<file path="src/rtl/regularized_trig_unit_if.sv">
// regularized_trig_unit_if: condition and angle bus for regularized_trig_unit
interface regularized_trig_unit_if #(parameter int N = 4);
   logic [N-1:0]       i_signal, o_signal;
   logic signed [31:0] i_theta, o_sin, o_cos;
   modport master (output i_signal, i_theta, input o_signal, o_sin, o_cos);
   modport slave (input i_signal, i_theta, output o_signal, o_sin, o_cos);
endinterface

</file>
<file path="src/rtl/regularized_trig_unit.sv">
// regularized_trig_unit: debounced, dwell-limited jump conditions plus integer-degree sin/cos
module regularized_trig_unit #(
   parameter int DEBOUNCE_TIME = 2,
   parameter int DELAY = 20,
   parameter int N = 4
) (
   input logic                    i_clk,
   input logic                    i_reset,
   regularized_trig_unit_if.slave bus
);
   localparam int DB = DEBOUNCE_TIME < 1 ? 1 : DEBOUNCE_TIME;
   localparam int DW = $clog2(DB + 1);
   localparam int LW = DELAY < 1 ? 1 : $clog2(DELAY + 1);
   for (genvar k = 0; k < N; k++) begin : g_bit
      logic          out_q;
      logic [DW-1:0] db_q;
      logic [LW-1:0] lock_q;
      assign bus.o_signal[k] = out_q;
      // the edge that would bring the count to DB commits the change and starts the dwell lockout
      always_ff @(posedge i_clk or posedge i_reset)
         if (i_reset) begin
            out_q  <= 1'b0;
            db_q   <= '0;
            lock_q <= '0;
         end else if (lock_q != '0) begin
            db_q   <= '0;
            lock_q <= lock_q - 1'b1;
         end else if (bus.i_signal[k] == out_q)
            db_q <= '0;
         else if (db_q == DW'(DB - 1)) begin
            out_q  <= bus.i_signal[k];
            db_q   <= '0;
            lock_q <= LW'(DELAY);
         end else
            db_q <= db_q + 1'b1;
   end
   localparam logic [9:0] Q [0:90] = '{
      10'd0,   10'd17,  10'd35,  10'd52,  10'd70,  10'd87,  10'd105, 10'd122, 10'd139, 10'd156,
      10'd174, 10'd191, 10'd208, 10'd225, 10'd242, 10'd259, 10'd276, 10'd292, 10'd309, 10'd326,
      10'd342, 10'd358, 10'd375, 10'd391, 10'd407, 10'd423, 10'd438, 10'd454, 10'd469, 10'd485,
      10'd500, 10'd515, 10'd530, 10'd545, 10'd559, 10'd574, 10'd588, 10'd602, 10'd616, 10'd629,
      10'd643, 10'd656, 10'd669, 10'd682, 10'd695, 10'd707, 10'd719, 10'd731, 10'd743, 10'd755,
      10'd766, 10'd777, 10'd788, 10'd799, 10'd809, 10'd819, 10'd829, 10'd839, 10'd848, 10'd857,
      10'd866, 10'd875, 10'd883, 10'd891, 10'd899, 10'd906, 10'd914, 10'd921, 10'd927, 10'd934,
      10'd940, 10'd946, 10'd951, 10'd956, 10'd961, 10'd966, 10'd970, 10'd974, 10'd978, 10'd982,
      10'd985, 10'd988, 10'd990, 10'd993, 10'd995, 10'd996, 10'd998, 10'd999, 10'd999, 10'd1000,
      10'd1000
   };
   function automatic logic signed [31:0] sin_deg(input logic [8:0] a);
      logic [8:0]         i;
      logic signed [31:0] m;
      i = a <= 9'd90 ? a : a <= 9'd180 ? 9'd180 - a : a <= 9'd270 ? a - 9'd180 : 9'd360 - a;
      m = $signed({22'd0, Q[i[6:0]]});
      sin_deg = a > 9'd180 ? -m : m;
   endfunction
   logic signed [31:0] rem;
   logic [8:0]         ang, ang_c;
   // truncating % keeps the dividend's sign, so fold negatives back into [0,359]
   always_comb begin
      rem   = bus.i_theta % 32'sd360;
      ang   = 9'(rem < 0 ? rem + 32'sd360 : rem);
      ang_c = ang >= 9'd270 ? ang - 9'd270 : ang + 9'd90;
   end
   assign bus.o_sin = sin_deg(ang);
   assign bus.o_cos = sin_deg(ang_c);
endmodule

</file>
<file path="src/flat_wrapper.sv">
// flat-port wrapper written by rule: the top's interface ports become plain ports
module regularized_trig_unit_flat 
#(
   parameter int DEBOUNCE_TIME = 2,
   parameter int DELAY = 20,
   parameter int N = 4
)
  (i_clk, i_reset, bus_i_signal, bus_i_theta, bus_o_signal, bus_o_sin, bus_o_cos);
  regularized_trig_unit_if #(.N(N)) bus_i ();
  input logic i_clk;
  input logic i_reset;
  input wire logic [$bits(bus_i.i_signal)-1:0] bus_i_signal;
  input wire logic [$bits(bus_i.i_theta)-1:0] bus_i_theta;
  output wire logic [$bits(bus_i.o_signal)-1:0] bus_o_signal;
  output wire logic [$bits(bus_i.o_sin)-1:0] bus_o_sin;
  output wire logic [$bits(bus_i.o_cos)-1:0] bus_o_cos;
  assign bus_i.i_signal = bus_i_signal;
  assign bus_i.i_theta = bus_i_theta;
  assign bus_o_signal = bus_i.o_signal;
  assign bus_o_sin = bus_i.o_sin;
  assign bus_o_cos = bus_i.o_cos;
  regularized_trig_unit #(.DEBOUNCE_TIME(DEBOUNCE_TIME), .DELAY(DELAY), .N(N)) u_core (.i_clk(i_clk), .i_reset(i_reset), .bus(bus_i));
endmodule
</file>
<file path="config.mk">
export PLATFORM = sky130hd
export DESIGN_NAME = regularized_trig_unit_flat
export DESIGN_NICKNAME = d
export VERILOG_FILES = /design/src/rtl/regularized_trig_unit_if.sv /design/src/rtl/regularized_trig_unit.sv /design/src/flat_wrapper.sv
export SDC_FILE = /design/constraint.sdc
export NUM_CORES = 1
export LEC_CHECK = 0
export BUFFER_PORTS_ARGS = -buffer_cell sky130_fd_sc_hd__buf_2
export CAP_MARGIN = 25
export CORE_MARGIN = 8
export CORE_UTILIZATION = 40
export DETAILED_ROUTE_END_ITERATION = 6
export PLACE_DENSITY = 0.59
export SKIP_LAST_GASP = 1
export SLEW_MARGIN = 10
export SYNTH_ARGS = -nofsm -noshare
export SYNTH_HDL_FRONTEND = slang
export SYNTH_SLANG_ARGS = --single-unit
</file>
<file path="constraint.sdc">
create_clock -name i_clk -period 39.3 [get_ports i_clk]
set_input_delay 5.895 -clock i_clk [delete_from_list [all_inputs] [get_ports i_clk]]
set_output_delay 5.895 -clock i_clk [all_outputs]
set_load 0.005 [all_outputs]
</file>
After elaboration in Yosys (flattened, before gate mapping)
Memory sizes are Yosys's and may differ from the RTL's.
Index checks and enable logic that the tools add are counted.
- bits in writable memories: 0
- bits in latches: 0
- input port bits: 38
- bits in read-only memories: 2560
- memories kept: 2
- register bits after elaboration: 32
- memory list (memory ; words ; bits a word ; rd ports ; clocked after memory_dff ; write ports ; line ; text):
    (name not given) ; 128 ; 10 ; 1 ; 0 ; 0 ; regularized_trig_unit.sv:53 ; m = $signed({22'd0, Q[i[6:0]]});
    (name not given) ; 128 ; 10 ; 1 ; 0 ; 0 ; regularized_trig_unit.sv:53 ;
- add/sub/neg operators: 19
- bitwise operators: 10
- muxes and demuxes: 38
- eq/ne operators: 12
- divide/modulo/power cells: 1
- reductions and logical operators: 16
- shifts and indexed selects: 0
- multiply operators: 0
- magnitude comparators: 12
- operators by type and width (cell ; count):
    $mux 32 ; 2
    $neg 10->32 ; 2
    $mux 5 ; 12
    $mux 7 ; 6
    $mux 10 ; 4
    $lt 32x1->1 const B ; 1
    $mod 32x10->32 const B ; 1
    $mux 2 ; 12
    $reduce_bool 5->1 ; 4
    $sub 5x1->5 const B ; 4
    $gt 9x8->1 const B ; 2
    $le 9x7->1 const B ; 2
    $le 9x8->1 const B ; 2
    $le 9x9->1 const B ; 2
    $mux 9 ; 2
    $ge 8x8->1 const B ; 2
    $not 7->8 ; 2
    $sub 6x7->7 const A ; 2
    $sub 7x6->7 const B ; 2
    $sub 7x7->7 const A ; 2
    $reduce_and 3->1 ; 4
    $add 9x7->9 const B ; 1
    $add 9x9->9 const B ; 1
    $ge 9x9->1 const B ; 1
    other kinds (8) ; 33

Depth between registers and ports, before layout
- depth in word-level cells: 15
- mapped depth: 116

Worst setup path after synthesis
Ideal clock, no wire load.
- kind: input to output
- start point: in bus_i_theta[0]
- end point: out bus_o_cos[18]
- path buffers: 11
- slack: 3.726 ns
- data arrival time: 29.679 ns
- required time: 33.405 ns
- stages on the path: 106
- cell sequence: buf_4 -> inv_4 -> ha_1 -> buf_2 -> or3b_2 -> nor4_2 -> nand3_1 -> a211oi_2 -> o311a_1 -> o21a_1 -> o21ai_2 -> o21ai_4 -> mux2_4 -> nor3_4 -> mux2i_1 -> xnor2_2 -> o311a_2 -> mux2i_1 -> [70 not listed] -> o32a_4 -> nand2_1 -> mux2i_2 -> inv_2 -> ha_1 -> inv_1 -> a21oi_1 -> or3b_1 -> a31oi_1 -> o211ai_1 -> a21o_1 -> inv_1 -> ha_1 -> inv_1 -> nor4bb_1 -> buf_2 -> a41oi_1 -> buf_4
- longest elaborated chain between the ends: 15
- elaborated cells on any way between the ends: 24
- those cells by class: add/sub (7); div (1); order compare (6); mux (8); bitwise (1); memory (1)
- RTL lines (element ; line ; text):
    from (decl) ; flat_wrapper.sv:13 ; input wire logic [$bits(bus_i.i_theta)-1:0] bus_i_theta;
    $mod 32x10->32 * ; regularized_trig_unit.sv:60 ; rem = bus.i_theta % 32'sd360;
    $lt 32x1->1 / $add 9x9->9 (equally long branches) ; regularized_trig_unit.sv:61 ; ang = 9'(rem < 0 ? rem + 32'sd360 : rem);
    $mux 9 * ; regularized_trig_unit.sv:61 ;
    $add 9x7->9, or another cell as far along ; regularized_trig_unit.sv:62 ; ang_c = ang >= 9'd270 ? ang - 9'd270 : ang + 9'd90;
    $mux 9 * ; regularized_trig_unit.sv:62 ;
    $le 9x9->1, or another cell as far along ; regularized_trig_unit.sv:52 ; i = a <= 9'd90 ? a : a <= 9'd180 ? 9'd180 - a : a <= 9'd270 ? a - 9'd180 : 9'd360 - a;
    $mux 7 (3 in series) ; regularized_trig_unit.sv:52 ;
    $not 7->8 (not written as such) ; regularized_trig_unit.sv:53 ;
    $mem_v2 128x10 ; n/a ;
    $mux 10 (not written as such) (2 in series) ; regularized_trig_unit.sv:53 ;
    $neg 10->32 ; regularized_trig_unit.sv:54 ; sin_deg = a > 9'd180 ? -m : m;
    $mux 32 * ; regularized_trig_unit.sv:54 ;
    to (decl) ; flat_wrapper.sv:16 ; output wire logic [$bits(bus_i.o_cos)-1:0] bus_o_cos;
Every way passes the cells marked *; elsewhere a longest branch is shown, timed or not. The select of a mux whose other input is x is not followed.

Worst setup path in the final report
- start point: in bus_i_theta[0]
- end point: out bus_o_cos[9]
Same word-level chain as after synthesis.

==> flow_metrics.env <==
export IMPL_outcome="finished, final reports clean"
export IMPL_dpl_hpwl_mm=39.6
export IMPL_clock_sink_count=32
export IMPL_wl_per_cell_um=18.3
export IMPL_cp_start_kind="primary input"
export IMPL_gp_congestion=0.962
export IMPL_r2r_start="u_core.g_bit[2].lock_q[0]$_DFFE_PP0P_"
export IMPL_hp_start="u_core.g_bit[3].db_q[0]$_DFF_PP0_"
export IMPL_max_slew_margin_pct=28.8
export IMPL_syn_area_per_cell_um2=7.14
export IMPL_grt_overflow=0
export IMPL_seq_area_um2=801
export IMPL_drt_iter0_drc=1885
export IMPL_post_route_util_pct=43.6
export IMPL_die_w_um=218
export IMPL_cts_root_buf="clkbuf_16"
export IMPL_critPathLaunch="bus_i_theta[0]"
export IMPL_multi_input_area_um2=14700
export IMPL_max_stage_delay_ns=0.55
export IMPL_fill_cells=4227
export IMPL_whs_ns=0.431
export IMPL_required_ns=33.40
export IMPL_arrival_ns=31.77
export IMPL_first_global_vias=16700
export IMPL_ys_async_sr_fraction_pct=100
export IMPL_synth_enable_flop_cells=0
export IMPL_htree_num_levels=2
export IMPL_synth_top_family_by_area="compound AO/OA/AOI/OAI gates"
export IMPL_end_kind="output pin"
export IMPL_insertion_delay_ns=0.27
export IMPL_final_common_cell="nand2_1"
export IMPL_grt_pass1_wl_mm=84.3
export IMPL_syn_nets=2371
export IMPL_die_h_um=218
export IMPL_io_buffers=105
export IMPL_row_count=74
export IMPL_synth_adder_area_share_pct=4.16
export IMPL_worst_pin_slew_ns=1.06
export IMPL_cap_viol_max_count=0
export IMPL_core_um2=40600
export IMPL_synth_xor_area_share_pct=8.84
export IMPL_start_util_pct=40.2
export IMPL_most_common_layout_cells="nand2_1 (229), nor2_1 (181), a21oi_1 (168)"
export IMPL_cpMaxStageDelayCell="mux4_2"
export IMPL_drc=0
export IMPL_drive_gt1_share_pct=19.4
export IMPL_synth_distinct_cells=159
export IMPL_drtPass1Iterations=6
export IMPL_synth_cells=2282
export IMPL_fin_crit_sh_pct=95.9
export IMPL_viasPerCell=6.42
export IMPL_finalCriticalPeriod_ns=37.67
export IMPL_ys_flop_type="dfrtp_1"
export IMPL_placedCellCount=2816
export IMPL_wl_mm=52.0
export IMPL_ys_ff_latch=32
export IMPL_synth_area_mux_share_pct=7.18
export IMPL_cts_max_path_buffers=2
export IMPL_setup_violations=0
export IMPL_synth_compound_area_share_pct=40.9
export IMPL_skew_ns=0.00614
export IMPL_whs_path_depth=1
export IMPL_ff2ff_path_depth=6
export IMPL_grt_max_degree=43
export IMPL_hold_viol=0
export IMPL_die_area_um2=47400
export IMPL_hold_path_class="flop to flop"
export IMPL_cp_max_fo=20
export IMPL_setup_worst_path_class="primary input to output pin"
export IMPL_cts_tree="done"
export IMPL_synth_warnings=0
export IMPL_synth_area_um2=16300
export IMPL_syn_to_final_growth_pct=8.60
export IMPL_cts_made_buffers=5
export IMPL_final_cells=2848
export IMPL_grt_use_total_pct=20.2
export IMPL_nets=2403
export IMPL_clk_pin_slew_ns=0.05
export IMPL_vias=18300
export IMPL_antenna_left=0
export IMPL_drv_slew=0
export IMPL_max_freq_mhz=26.5
export IMPL_ioPinCount=106
export IMPL_ys_seq_area_share_pct=4.92
export IMPL_synth_simple_gate_area_share_pct=26.3
export IMPL_final_setup_tns_ns=0
export IMPL_antenna_found_initial=3
-- cells in the mapped netlist (all sizes together) (17+ instances only) --
master	number	share of area, %
a211o	17	0.98
o211ai	31	1.6
nand4	24	1.0
o21ai	181	5.8
dfrtp	32	4.9
xnor2	104	6.0
a31oi	45	2.0
clkbuf	38	0.96
or3	23	0.89
nand2	234	5.5
mux2	18	1.3
a211oi	45	2.4
o21a	26	1.2
nor4	33	1.9
xor2	42	2.6
mux2i	73	4.8
ha	51	3.9
buf	119	5.1
o31ai	25	1.2
a21oi	183	6.1
nor2	191	4.6
nand3	79	2.5
or2	21	0.81
o22ai	31	1.4
and3	25	1.0
inv	65	1.5
and2	33	1.3
nand2b	18	0.75
a21o	39	1.8
nor3	86	2.8
-- metal layers --
| layer | vias up | track usage (%) | routed length [um] |
|---|---|---|---|
| met4 | 2 | 5.04 | 1240 |
| met2 | 751 | 33.7 | 24200 |
| met3 | 104 | 2.02 | 3250 |
| met1 | 8598 | 27.5 | 23300 |
| met5 | - | 0 | 12 |
| li1 | 8824 | - | - |
-- stage by stage --
stage | setup slack (ns) | area (um2)
3_5_place_dp | 0.229 | 16900
6_report | 1.63 | 17700
3_3_place_gp | 0.0768 | 16900
5_1_grt | -0.108 | 17700
2_1_floorplan | 3.73 | 16300
4_1_cts | 0.0650 | 17100
-- sequential cells by signal, summed over array words and instances, names as in the netlist --
name	count
u_core.g_bit.db_q	8
u_core.g_bit.lock_q	20
u_core.g_bit.out_q	4
-- cells by family (layout without fill, tap and decap cells) --
kind of cell | Yosys count | in the layout
muxes | 99 | 99
other | 0 | 2
and+or+nand+nor | 834 | 834
DFF | 32 | 32
adders and majority gates | 55 | 55
xor gates and xnor gates | 148 | 148
AOI/OAI and AO/OA | 890 | 890
buffers and inverters | 224 | 256
-- repair_timing --
item,CTS,global route
hold buffers,0,0
resized for setup,0,77
setup buffers,0,22
endpoints found under the hold margin,0,0
setup endpoints to repair,0,64
-- worst max-delay path: cells and delay by family --
family / cells / cell delay [ns]
and+or+nand+nor: 21 / 5.02
muxes: 6 / 2.31
AOI/OAI and AO/OA: 54 / 14.79
adders and majority gates: 2 / 0.50
xor gates and xnor gates: 6 / 1.86
buffers and inverters: 7 / 1.30
-- cell type report --
class                      instances  share of cell area (%)
tap                              532                    3.76
antenna                            2                  0.0283
inverter                          66                    1.41
clock buffer                       7                   0.863
timing repair buffer             183                    6.48
sequential                        32                    4.53
multi-input combinational       2026                    82.9
-- path summary, 6_finish.rpt --
| kind | to | slack [ns] |
|---|---|---|
| setup / recovery | bus_o_cos[9] | 1.63 |
| max in group asynchronous | u_core.g_bit[1].lock_q[2]$_DFFE_PP0P_ | 33.31 |
| setup reg to reg | u_core.g_bit[2].out_q$_DFFE_PP0P_ | 37.56 |
| hold reg to reg | u_core.g_bit[3].db_q[0]$_DFF_PP0_ | 0.43 |
| hold / removal | u_core.g_bit[3].db_q[0]$_DFF_PP0_ | 0.43 |
| min in group asynchronous | u_core.g_bit[2].db_q[0]$_DFF_PP0_ | 5.70 |
Power is left out: the tool's default activity adds up to more than one toggle a clock period on the data nets, which glitch-free logic cannot reach.
